--- src/rtl/exc_commit_ctrl.sv ---
// Exception/ERTN commit sequencer: picks the winning WB exception, pulses the CSR strobes,
// then holds flush through the fetch redirect and a fixed drain. EXC_COMMIT_CNT_EN adds event counters.
module exc_commit_ctrl #(
   parameter int FLUSH_CYCLES = 2
) (
   input  logic        clk,
   input  logic        resetn,
   input  logic        wb_valid,
   input  logic [31:0] wb_pc_in,
   input  logic [31:0] wb_vaddr_in,
   input  logic [4:0]  wb_exvec,
   input  logic        wb_ertn,
   input  logic        has_int,
   input  logic [31:0] ex_entry,
   input  logic [31:0] era,
   output logic        wb_commit,
   output logic        wb_ex,
   output logic [5:0]  wb_ecode,
   output logic [8:0]  wb_esubcode,
   output logic [31:0] wb_pc,
   output logic [31:0] wb_vaddr,
   output logic        ertn_flush,
   output logic        flush,
   output logic        redir_valid,
   output logic [31:0] redir_pc,
   input  logic        redir_ready
`ifdef EXC_COMMIT_CNT_EN
   ,
   output logic [31:0] exc_cnt,
   output logic [15:0] int_cnt
`endif
);

   typedef enum logic [1:0] {IDLE = 2'd0, REDIR = 2'd1, DRAIN = 2'd2} state_t;

   localparam logic [3:0] CNT_INIT = 4'(FLUSH_CYCLES - 1);

   state_t     state;
   logic [3:0] cnt;
   logic       idle;
   logic       take_ex;
   logic       take_ertn;

   // Interrupt outranks every synchronous flag; the rest follow fetch-to-memory order.
   function automatic logic [5:0] sel_ecode(input logic intr, input logic [4:0] exv);
      logic [5:0] code;
      if (intr)        code = 6'h00;
      else if (exv[0]) code = 6'h08;
      else if (exv[1]) code = 6'h0D;
      else if (exv[2]) code = 6'h0B;
      else if (exv[3]) code = 6'h0C;
      else             code = 6'h09;
      return code;
   endfunction

`ifdef EXC_COMMIT_CNT_EN
   function automatic logic [31:0] sat_inc32(input logic [31:0] v);
      return (v == 32'hFFFF_FFFF) ? v : v + 32'd1;
   endfunction

   function automatic logic [15:0] sat_inc16(input logic [15:0] v);
      return (v == 16'hFFFF) ? v : v + 16'd1;
   endfunction
`endif

   assign idle      = (state == IDLE);
   assign take_ex   = idle & wb_valid & (has_int | (|wb_exvec));
   assign take_ertn = idle & wb_valid & wb_ertn & ~take_ex;
   assign wb_commit = wb_valid & idle & ~take_ex;

   always_ff @(posedge clk or negedge resetn) begin
      if (!resetn) begin
         state       <= IDLE;
         cnt         <= '0;
         wb_ex       <= 1'b0;
         wb_ecode    <= '0;
         wb_esubcode <= '0;
         wb_pc       <= '0;
         wb_vaddr    <= '0;
         ertn_flush  <= 1'b0;
         flush       <= 1'b0;
         redir_valid <= 1'b0;
         redir_pc    <= '0;
      end else begin
         wb_ex      <= 1'b0;
         ertn_flush <= 1'b0;
         case (state)
            IDLE: begin
               if (take_ex) begin
                  wb_ex       <= 1'b1;
                  wb_ecode    <= sel_ecode(has_int, wb_exvec);
                  wb_esubcode <= '0;
                  wb_pc       <= wb_pc_in;
                  wb_vaddr    <= wb_vaddr_in;
                  redir_pc    <= ex_entry;
                  redir_valid <= 1'b1;
                  flush       <= 1'b1;
                  state       <= REDIR;
               end else if (take_ertn) begin
                  ertn_flush  <= 1'b1;
                  redir_pc    <= era;
                  redir_valid <= 1'b1;
                  flush       <= 1'b1;
                  state       <= REDIR;
               end
            end
            REDIR: begin
               if (redir_ready) begin
                  redir_valid <= 1'b0;
                  cnt         <= CNT_INIT;
                  state       <= DRAIN;
               end
            end
            default: begin
               if (cnt == 4'd0) begin
                  flush <= 1'b0;
                  state <= IDLE;
               end else begin
                  cnt <= cnt - 4'd1;
               end
            end
         endcase
      end
   end

`ifdef EXC_COMMIT_CNT_EN
   always_ff @(posedge clk or negedge resetn) begin
      if (!resetn) begin
         exc_cnt <= '0;
         int_cnt <= '0;
      end else if (take_ex) begin
         exc_cnt <= sat_inc32(exc_cnt);
         if (has_int) int_cnt <= sat_inc16(int_cnt);
      end
   end
`endif

endmodule

--- config.mk ---
export PLATFORM = sky130hd
export DESIGN_NAME = exc_commit_ctrl
export DESIGN_NICKNAME = d
export VERILOG_FILES = /design/src/rtl/exc_commit_ctrl.sv
export SDC_FILE = /design/constraint.sdc
export NUM_CORES = 1
export LEC_CHECK = 0
export ABC_AREA = 1
export CAP_MARGIN = 20
export CORE_MARGIN = 2
export CORE_UTILIZATION = 36
export CTS_CLUSTER_SIZE = 30
export DETAILED_ROUTE_END_ITERATION = 16
export PLACE_DENSITY = 0.87
export SETUP_SLACK_MARGIN = 0.5
export SLEW_MARGIN = 20
export SYNTH_ARGS = -nofsm -noshare
export SYNTH_HDL_FRONTEND = slang
export SYNTH_SLANG_ARGS = --single-unit
--- constraint.sdc ---
create_clock -name clk -period 1.25 [get_ports clk]
set_input_delay 0.3125 -clock clk [delete_from_list [all_inputs] [get_ports clk]]
set_output_delay 0.3125 -clock clk [all_outputs]
set_load 0.02 [all_outputs]
# Word level (Yosys, flattened, before mapping)
# Cells that the tools add are included.
word_totals:
  word_cells: 63
  reg_bits: 112
  ramBits: 0
  mem_count: 0
  mem_bits_ro: 0
  latchBits: 0
classes:
  shifts: 0
  div: 0
  order_cmp: 0
  mux: 26
  reduce_logical: 13
  n_bitwise: 9
  mul: 0
  n_eq_ne: 4
  n_addsub: 1
op_table:
  columns: ["cell", "count"]
  rows:
  - ["$mux W32", 2]
  - ["$mux W3", 4]
  - ["$mux W4", 3]
  - ["$reduce_and A3 Y1", 4]
  - ["$mux W1", 9]
  - ["$mux W2", 4]
  - ["$pmux W4 S2", 1]
  - ["$reduce_bool A2 Y1", 3]
  - ["$and A1 B1 Y1", 5]
  - ["$reduce_or A5 Y1", 1]
  - ["$logic_not A4 Y1", 1]
  - ["$pmux W1 S2", 2]
  - ["$pmux W2 S2", 1]
  - ["$reduce_and A2 Y1", 2]
  - ["$sub A4 B1 Y4 const B", 1]
  - ["$ne A3 B1 Y1 const B", 1]
  - ["$not A1 Y1", 3]
  - ["$reduce_bool A3 Y1", 1]
  - ["$eq A2 B1 Y1 const B", 1]
  - ["$logic_not A2 Y1", 1]
  - ["$ne A2 B1 Y1 const B", 1]
  - ["$ne A2 B2 Y1 const B", 1]
  - ["$or A1 B1 Y1", 1]

# Logic depth before layout (Yosys ltp)
# Gate-level depths: netlist of the first run.
logic_depth:
  ltp_word: 8
  mapped_depth: 9

# Worst setup path after synthesis of the first run
# No wires, ideal clock.
synth_path:
  path_type: "in2out"
  startpoint: "input port wb_exvec[1]"
  endpoint: "output port wb_commit"
  slack_ns: -0.192
  path_stages: 4
  t_arrival_ns: 1.129
  path_buffers: 1
  path_cell_list: "nor2_2 nand3_4 clkbuf_1 nor2_1"
synth_via:
  elab_chain_cells: 5
synth_rtl:
  columns: ["item", "line_no", "source"]
  rows:
  - ["start: declaration", "11", "input logic [4:0] wb_exvec,"]
  - ["$reduce_or A5 Y1", "67", "assign take_ex = idle & wb_valid & (has_int | (|wb_exvec));"]
  - ["$or A1 B1 Y1", "67", null]
  - ["$and A1 B1 Y1", "67", null]
  - ["$not A1 Y1", "69", "assign wb_commit = wb_valid & idle & ~take_ex;"]
  - ["$and A1 B1 Y1", "69", null]
  - ["end: declaration", "16", "output logic wb_commit,"]
# No other way between the ends.

# Final worst setup path of the first run
layout_path:
  startpoint: "register state[0]"
  endpoint: "register wb_pc[12]"
layout_via:
  elab_chain_cells: 4
layout_rtl:
  columns: ["item", "line_no", "source"]
  rows:
  - ["start: declaration", "38", "state_t state;"]
  - ["start signal: assignment", "73", "state <= IDLE;"]
  - ["start signal: assignment", "98", "state <= REDIR;"]
  - ["start signal: assignment", "104", "state <= REDIR;"]
  - ["$logic_not A2 Y1 (*)", "66, 87", null]
  - ["$and A1 B1 Y1 (2 in a row)", "67", null]
  - ["$reduce_and A2 Y1 (no line) (*)", null, null]
  - ["end signal: assignment", "93", "wb_pc <= wb_pc_in;"]
  - ["end: declaration", "20", "output logic [31:0] wb_pc,"]
# Every way passes the cells marked *; elsewhere a longest branch is shown, timed or not.
# A chain may end at the register's enable or synchronous reset.

==> results of run 1 <==
[routing by layer]
layer	vias to the layer above	wire [um]	track usage
met5	-	0	0
met1	2661	7290	0.266
li1	2517	-	-
met3	65	1560	0.0538
met2	278	10400	0.403
met4	0	791	0.0876
[repair_timing]
action	in CTS	in global routing
buffers inserted	26	42
endpoints found under the setup margin	215	266
pin swaps	31	58
hold endpoints to repair	14	55
cloned	13	8
gates resized for setup	716	136
[final cells by class]
cell class                 instances  share of cell area
inverter                          43              0.0178
multi-input combinational        418               0.245
tap                              180              0.0227
clock buffer                      10              0.0241
timing repair buffer             363               0.409
sequential                       110               0.277
clock inverter                     6             0.00453
[Yosys cell counts, drive strengths merged]
cell    count
nand3      10
nand2     310
o22ai       1
buf        35
nand3b     32
or2         1
ha          2
nor3b       1
inv        43
dfrtp     110
nor2        8
conb        1
o21ai      41
clkbuf      6
a21oi       1
[flip-flops by register name, summed over array words and instances, names as in the netlist, 2 cells and up]
| register | count |
|---|---|
| redir_pc | 32 |
| wb_pc | 32 |
| wb_vaddr | 32 |
| cnt | 4 |
| wb_ecode | 4 |
| state | 2 |
[power groups by stage]
stage          clock (mW)  combinational, mW  sequential, mW
2_1_floorplan           0               3.29            8.16
4_1_cts              2.82               12.6            6.54
6_report             2.79               15.5            6.80
5_1_grt              3.01               16.4            6.96
3_5_place_dp            0               10.3            6.21
3_3_place_gp            0               10.0            6.14
[how the worst min path moves through the flow]
stage | start | to | slack [ns] | cells past startpoint
final | resetn | wb_vaddr[27]$_DFFE_PN0P_ | -0.07 | 2
after detailed placement | resetn | wb_pc[6]$_DFFE_PN0P_ | 0.13 | 1
after global placement | resetn | wb_pc[5]$_DFFE_PN0P_ | 0.12 | 1
after floorplan | resetn | cnt[0]$_DFFE_PN0P_ | 0.02 | 0
after CTS | resetn | wb_pc[0]$_DFFE_PN0P_ | -0.04 | 2
after global routing | resetn | wb_pc[0]$_DFFE_PN0P_ | -0.04 | 2
[logic make-up after synthesis]
logic type                 synth area share
AOI/OAI and AO/OA                    0.0456
adders and majority gates           0.00501
buffers and inverters                0.0914
DFF                                   0.551
other                              0.000751
and+or+nand+nor                       0.306
==> results by group, run 1 <==
STA
  – TNS Setup: -28.73 ns
  – Crit share post-route: 1.28
  – Max Freq: approximately 630 MHz
  – Setup WS post-layout: -0.345 ns
  – Final Critical Period: roughly 1.6 ns
  – Worst-case clock skew: ~0.0085 ns
  – Hold Slack: -0.0655 ns
  – Fin. Hold Viols: 57
  – Final setup violation count: between 100 and 150
  – RSZ-0062 raised after global routing: yes
  – Slew Viols, Final: 0

Worst setup path
  – Levels on crit path: 9
  – Worst path required time: 1.48 ns
  – Crit path buf inv count: 4
  – Worst-path cell chain: nor2_4, nand2_2, buf_6, inv_8, nand2_8, clkbuf_16, clkbuf_16, nand2_2, nand2_1
  – Crit path largest cell delay: between 0.4 and 0.5 ns
  – CP Launch Type: flop
  – Critical path's slowest cell: dfrtp_1
  – Crit Path Category: flop to flop
  – Worst Setup SP: state[0]$_DFFE_PN0P_
  – Worst Setup EP: wb_pc[12]$_DFFE_PN0P_
  – Crit path max-delay family: buffers and inverters
  – Crit-path max FO: 6
  – R2R Path End: wb_pc[12]$_DFFE_PN0P_
  – Setup crit end kind: flop
  – Reg2reg setup slack: -0.35 ns
  – Reg2reg path depth: 9
  – Arr. time, crit path: between 1.5 and 2 ns
  – Reg2Reg Launch Point: state[0]$_DFFE_PN0P_

Logic synthesis
  – Largest area contributor in the netlist: dfrtp_1
  – Area contributors post-synth: dfrtp_1, nand2_1, nand3b_1
  – Yosys warns: 0
  – Avg Cell Area, Syn: slightly above 8 um^2
  – Cell Area, Synth: 0.00500 mm^2
  – Unique masters post-synth: 27
  – Number of synthesized register bits: 110
  – Yosys top cell area share: 0.551
  – Seq/Total Area, Yosys: 0.551
  – Post-Synthesis Cells: approximately 600

Layout
  – Core Util, Final: 0.724
  – Layout area overhead: 98.9%
  – Multi-input gate area: 0.00243 mm^2
  – Fillers: roughly 900
  – Final Net Count: about 1,100
  – Ant diodes: 0
  – Commonest non-fill, non-tap cell in the layout: nand2_1
  – Final cell count without fillers: about 1,100
  – Storage cell area: 0.00275 mm^2
  – Fin area: 0.00994 mm^2
  – Most frequent cells in the layout: nand2_1, clkdlybuf4s50_1, buf_6, dfrtp_1, buf_4
  – Ratio of cells with drive above 1 in the final layout: 0.405

Floorplanning
  – Core Footprint: 0.0137 mm^2
  – I/O pins: 255
  – Die height: around 120 um
  – Placement Rows: 43
  – Initial core utilization: 0.364
  – Area of the die: between 0.01 and 0.015 mm^2
  – Die width: about 120 um

Detailed routing
  – DRT Pass-1 Iters: 4
  – Vias/cell: 4.89
  – 1st-iter DRT viols: 285
  – Avg WL per Cell: 17.7 um
  – Post-route ant nets: 0
  – DR vias: approximately 5,500
  – Routed wire length: around 20 mm
  – Remaining DRCs: 0

Pwr
  – Flop pwr share: 0.272
  – Final Total Pwr: around 25 mW
  – Psw: 10.3 mW
  – Pwr dens: 2520 mW/mm^2
  – Lkg Pwr: 4.97 nW
  – Cell Int Power: ~15 mW
  – Combinational Power Share: 0.617
  – VDD IR max: around 1.1 mV
  – Clock Power Share: 0.111
  – Switching Share: 0.411

Clock network
  – Root Driver: clkbuf_16
  – Clock sink count: 110
  – CTS tree: yes
  – Clock transition at the registers of the reported paths: about 0.080 ns
  – Clock Tree Buf Depth: 2
  – CTS H-tree depth: 3
  – Hold_buf cts: 1
  – Worst-skew pair later-pin latency: roughly 0.34 ns
  – Clock buffer count from CTS: 9

Global route
  – Total grt overflow: 0
  – Pin count of the biggest net entering global routing: 58
  – Vias in the first global route: about 5,000
  – First-pass GRT wire length: between 20 and 30 mm
  – Initial antenna violation count: 0
  – Tot GR Track Use: 0.227

Placed design
  – DP Worst Slack: -0.870 ns
  – Detail Placement HPWL: approximately 11 mm
  – Placer Congestion: 0.810
  – Placed cell count: between 1,000 and 1,500
  – Area after DPL: between 0.007 and 0.008 mm^2
  – IO Port Bufs: ~240

Status
  – Failing checks: negative hold slack, negative setup slack
  – Status: finished with violations

Run
  – Max-Cap Viols: 0

Hold path
  – Worst min path class: input pin to async pin
Power figures use the tool's default switching activity.
==> run 2: changes to the inputs <==
--- a/config.mk
+++ b/config.mk
@@ -11,9 +11,12 @@
 export CORE_UTILIZATION = 36
 export CTS_CLUSTER_SIZE = 30
 export DETAILED_ROUTE_END_ITERATION = 16
+export MAX_ROUTING_LAYER = met4
 export PLACE_DENSITY = 0.87
 export SETUP_SLACK_MARGIN = 0.5
+export SKIP_LAST_GASP = 1
 export SLEW_MARGIN = 20
 export SYNTH_ARGS = -nofsm -noshare
 export SYNTH_HDL_FRONTEND = slang
 export SYNTH_SLANG_ARGS = --single-unit
+export TNS_END_PERCENT = 50
==> run 2 against run 1 <==
  * The run still ends with negative hold slack, negative setup slack left
  * Clock power is 19% higher
  * Setup slack gained 0.058 ns
  * Die area unchanged
  * Count of clock-buffer cells in the layout decreased by 1
  * Total power shrank 9.4%
  * Wire length down 2.5%
  * Flip-flop and latch count stayed put
==> results by group, run 2 (same netlist as run 1, synthesis figures left out) <==
Pwr
  – VDD IR max: 0.965 mV (was 1.08 mV)
  – Lkg Pwr: 4.81 nW (was 4.97 nW)
  – Pwr dens: 2390 mW/mm^2 (was 2520 mW/mm^2)

Placed design
  – Placer Congestion: 0.845 (was 0.810)
  – Detail Placement HPWL: 10.6 mm (was 10.7 mm)
  – IO Port Bufs: 243 (unchanged)
  – Placed cell count: 1,024 (unchanged)
  – DP Worst Slack: -0.921 ns (was -0.870 ns)

Layout
  – Multi-input gate area: 0.00246 mm^2 (was 0.00243 mm^2)
  – Ratio of cells with drive above 1 in the final layout: 0.284 (was 0.405)
  – Fillers: 1,009 (was 909)
  – Core Util, Final: 0.691 (was 0.724)
  – Biggest regs: redir_pc: 32 flops, wb_pc: 32 flops, wb_vaddr: 32 flops (unchanged)
  – Commonest non-fill, non-tap cell in the layout: nand2_1 (unchanged)
  – Final cell count without fillers: 1,087 (was 1,130)
  – Storage cell area: 0.00275 mm^2 (unchanged)
  – Final Net Count: 1,042 (was 1,086)
  – Most frequent cells in the layout: nand2_1, clkdlybuf4s50_1, dfrtp_1 (was nand2_1, clkdlybuf4s50_1, buf_6, dfrtp_1, buf_4)
  – Layout area overhead: 89.7% (was 98.9%)

Worst setup path
  – Reg2Reg Launch Point: state[1]$_DFFE_PN0P_ (was state[0]$_DFFE_PN0P_)
  – Worst Setup EP: wb_pc[20]$_DFFE_PN0P_ (was wb_pc[12]$_DFFE_PN0P_)
  – Crit Path Category: flop to flop (unchanged)
  – Critical path's slowest cell: dfrtp_1 (unchanged)
  – Worst path required time: 1.49 ns (was 1.48 ns)
  – Reg2reg path depth: 9 (unchanged)
  – Reg2reg setup slack: -0.29 ns (was -0.35 ns)
  – Arr. time, crit path: 1.78 ns (was 1.83 ns)
  – Worst Setup SP: state[1]$_DFFE_PN0P_ (was state[0]$_DFFE_PN0P_)
  – Crit-path max FO: 8 (was 6)
  – Crit path largest cell delay: 0.41 ns (was 0.43 ns)
  – CP Launch Type: flop (unchanged)
  – Critical path's most frequent cell: nand2_2
  – R2R Path End: wb_pc[20]$_DFFE_PN0P_ (was wb_pc[12]$_DFFE_PN0P_)
  – Setup crit end kind: flop (unchanged)
  – Worst-path cell chain: nor2_4, nand2_2, buf_6, clkinv_8, nand2_8, buf_12, clkbuf_16, nand2_2, nand2_1 (was nor2_4, nand2_2, buf_6, inv_8, nand2_8, clkbuf_16, clkbuf_16, nand2_2, nand2_1)

Detailed routing
  – DR vias: 5,226 (was 5,521)
  – Avg WL per Cell: 18.0 um (was 17.7 um)
  – 1st-iter DRT viols: 363 (was 285)
  – Post-route ant nets: 0 (unchanged)
  – Remaining DRCs: 0 (unchanged)
  – Routed wire length: 19.5 mm (was 20.0 mm)
  – Vias/cell: 4.81 (was 4.89)
  – DRT Pass-1 Iters: 5 (was 4)

Clock network
  – Clock transition at the registers of the reported paths: 0.07 ns (was 0.08 ns)
  – CTS H-tree depth: 3 (unchanged)
  – Clock sink count: 110 (unchanged)
  – Clock buffer count from CTS: 9 (unchanged)
  – Clock Tree Buf Depth: 2 (unchanged)
  – Worst-skew pair later-pin latency: 0.35 ns (was 0.34 ns)
  – CTS tree: yes (unchanged)
  – Root Driver: clkbuf_16 (unchanged)

STA
  – Crit share post-route: 1.23 (was 1.28)
  – Slew Viols, Final: 0 (unchanged)
  – TNS Setup: -36.02 ns (was -28.73 ns)
  – Hold Slack: -0.155 ns (was -0.0655 ns)
  – Max Freq: 650 MHz (was 627 MHz)
  – Fin. Hold Viols: 16 (was 57)
  – RSZ-0062 raised after global routing: yes (unchanged)
  – Final setup violation count: 198 (was 108)
  – Setup WS post-layout: -0.288 ns (was -0.345 ns)
  – Final Critical Period: 1.54 ns (was 1.60 ns)
  – Worst-case clock skew: 0.00727 ns (was 0.00855 ns)

Global route
  – Pin count of the biggest net entering global routing: 44 (was 58)
  – Vias in the first global route: 4,792 (was 5,100)
  – Total grt overflow: 0 (unchanged)
  – Initial antenna violation count: 1 (was 0)
  – Tot GR Track Use: 0.219 (was 0.227)
  – First-pass GRT wire length: 24.4 mm (was 26.0 mm)

Floorplanning
  – Initial core utilization: 0.364 (unchanged)
  – Area of the die: 0.0148 mm^2 (unchanged)
  – Die width: 122 um (unchanged)
  – Core Footprint: 0.0137 mm^2 (unchanged)
  – Placement Rows: 43 (unchanged)
  – I/O pins: 255 (unchanged)
  – Die height: 122 um (unchanged)

Hold path
  – Worst min path class: input pin to async pin (unchanged)

Status
  – Failing checks: negative hold slack, negative setup slack (unchanged)
  – Status: finished with violations (unchanged)

Run
  – Max-Cap Viols: 0 (unchanged)
run 2: cell count changes in the layout (fill, tap and decap cells not counted), sizes merged, moves of 2 or more:
cell           before  now
buf               218   75
dlygate4sd2         6   94
clkbuf             17   25
bufinv              0    3
inv                45   42
clkdlybuf4s15       0    2
clkinv              2    4
run 2: power breakdown:
group / internal [mW] / total [mW] / switching (mW) / leakage (nW)
Clock: 1.95 / 3.31 / 1.36 / 0.165
Sequential: 5.27 / 6.58 / 1.31 / 1.33
Combinational: 5.87 / 12.8 / 6.93 / 3.31
Total: 13.1 / 22.7 / 9.61 / 4.81
run 2: layer usage:
layer	wire length [um]	vias up	global-route usage	share of wire
li1	-	2428	-	-
met1	7600	2524	0.272	0.39
met2	10400	234	0.361	0.53
met3	1070	40	0.0295	0.055
met4	514	0	0.0934	0.026
met5	0	-	-	0
run 2: timing repair:
item	CTS	global route
gates resized for setup	177	235
gates cloned	9	16
setup buffers	8	13
hold endpoints to repair	16	16
endpoints found under the setup margin	215	215
pin swaps	7	89
run 2: worst max-delay path: cells and delay by family (launching register included):
family	cells	cell delay, ns
flops	1	0.41
buf+inv	4	0.55
simple gates	5	0.47
run 2: how the worst min path moves through the flow:
stage | startpoint | cells past startpoint | end
floorplan | resetn | 0 | cnt[0]$_DFFE_PN0P_
global placement | resetn | 1 | redir_pc[30]$_DFFE_PN0P_
detailed placement | resetn | 1 | redir_pc[30]$_DFFE_PN0P_
CTS | resetn | 1 | redir_pc[30]$_DFFE_PN0P_
global route | resetn | 1 | wb_vaddr[25]$_DFFE_PN0P_
finish | resetn | 1 | redir_pc[30]$_DFFE_PN0P_
run 2: stage by stage:
step                      power (mW)  instance area (um^2)  hold slack, ns
after floorplan                 11.4                  5080          0.0169
after global placement          16.0                  7730           0.216
after global routing            23.9                  9480          -0.152
after CTS                       19.6                  8340          -0.157
final                           22.7                  9480          -0.155
after detailed placement        16.3                  7730           0.217
run 2: cell type report:
cell class,count,area share
Clock inverter,7,0.0119
Tap cell,180,0.0238
Clock buffer,9,0.0238
Sequential cell,110,0.290
Antenna cell,1,0.000264
Timing Repair Buffer,318,0.370
Inverter,43,0.0197
Multi-Input combinational cell,419,0.260
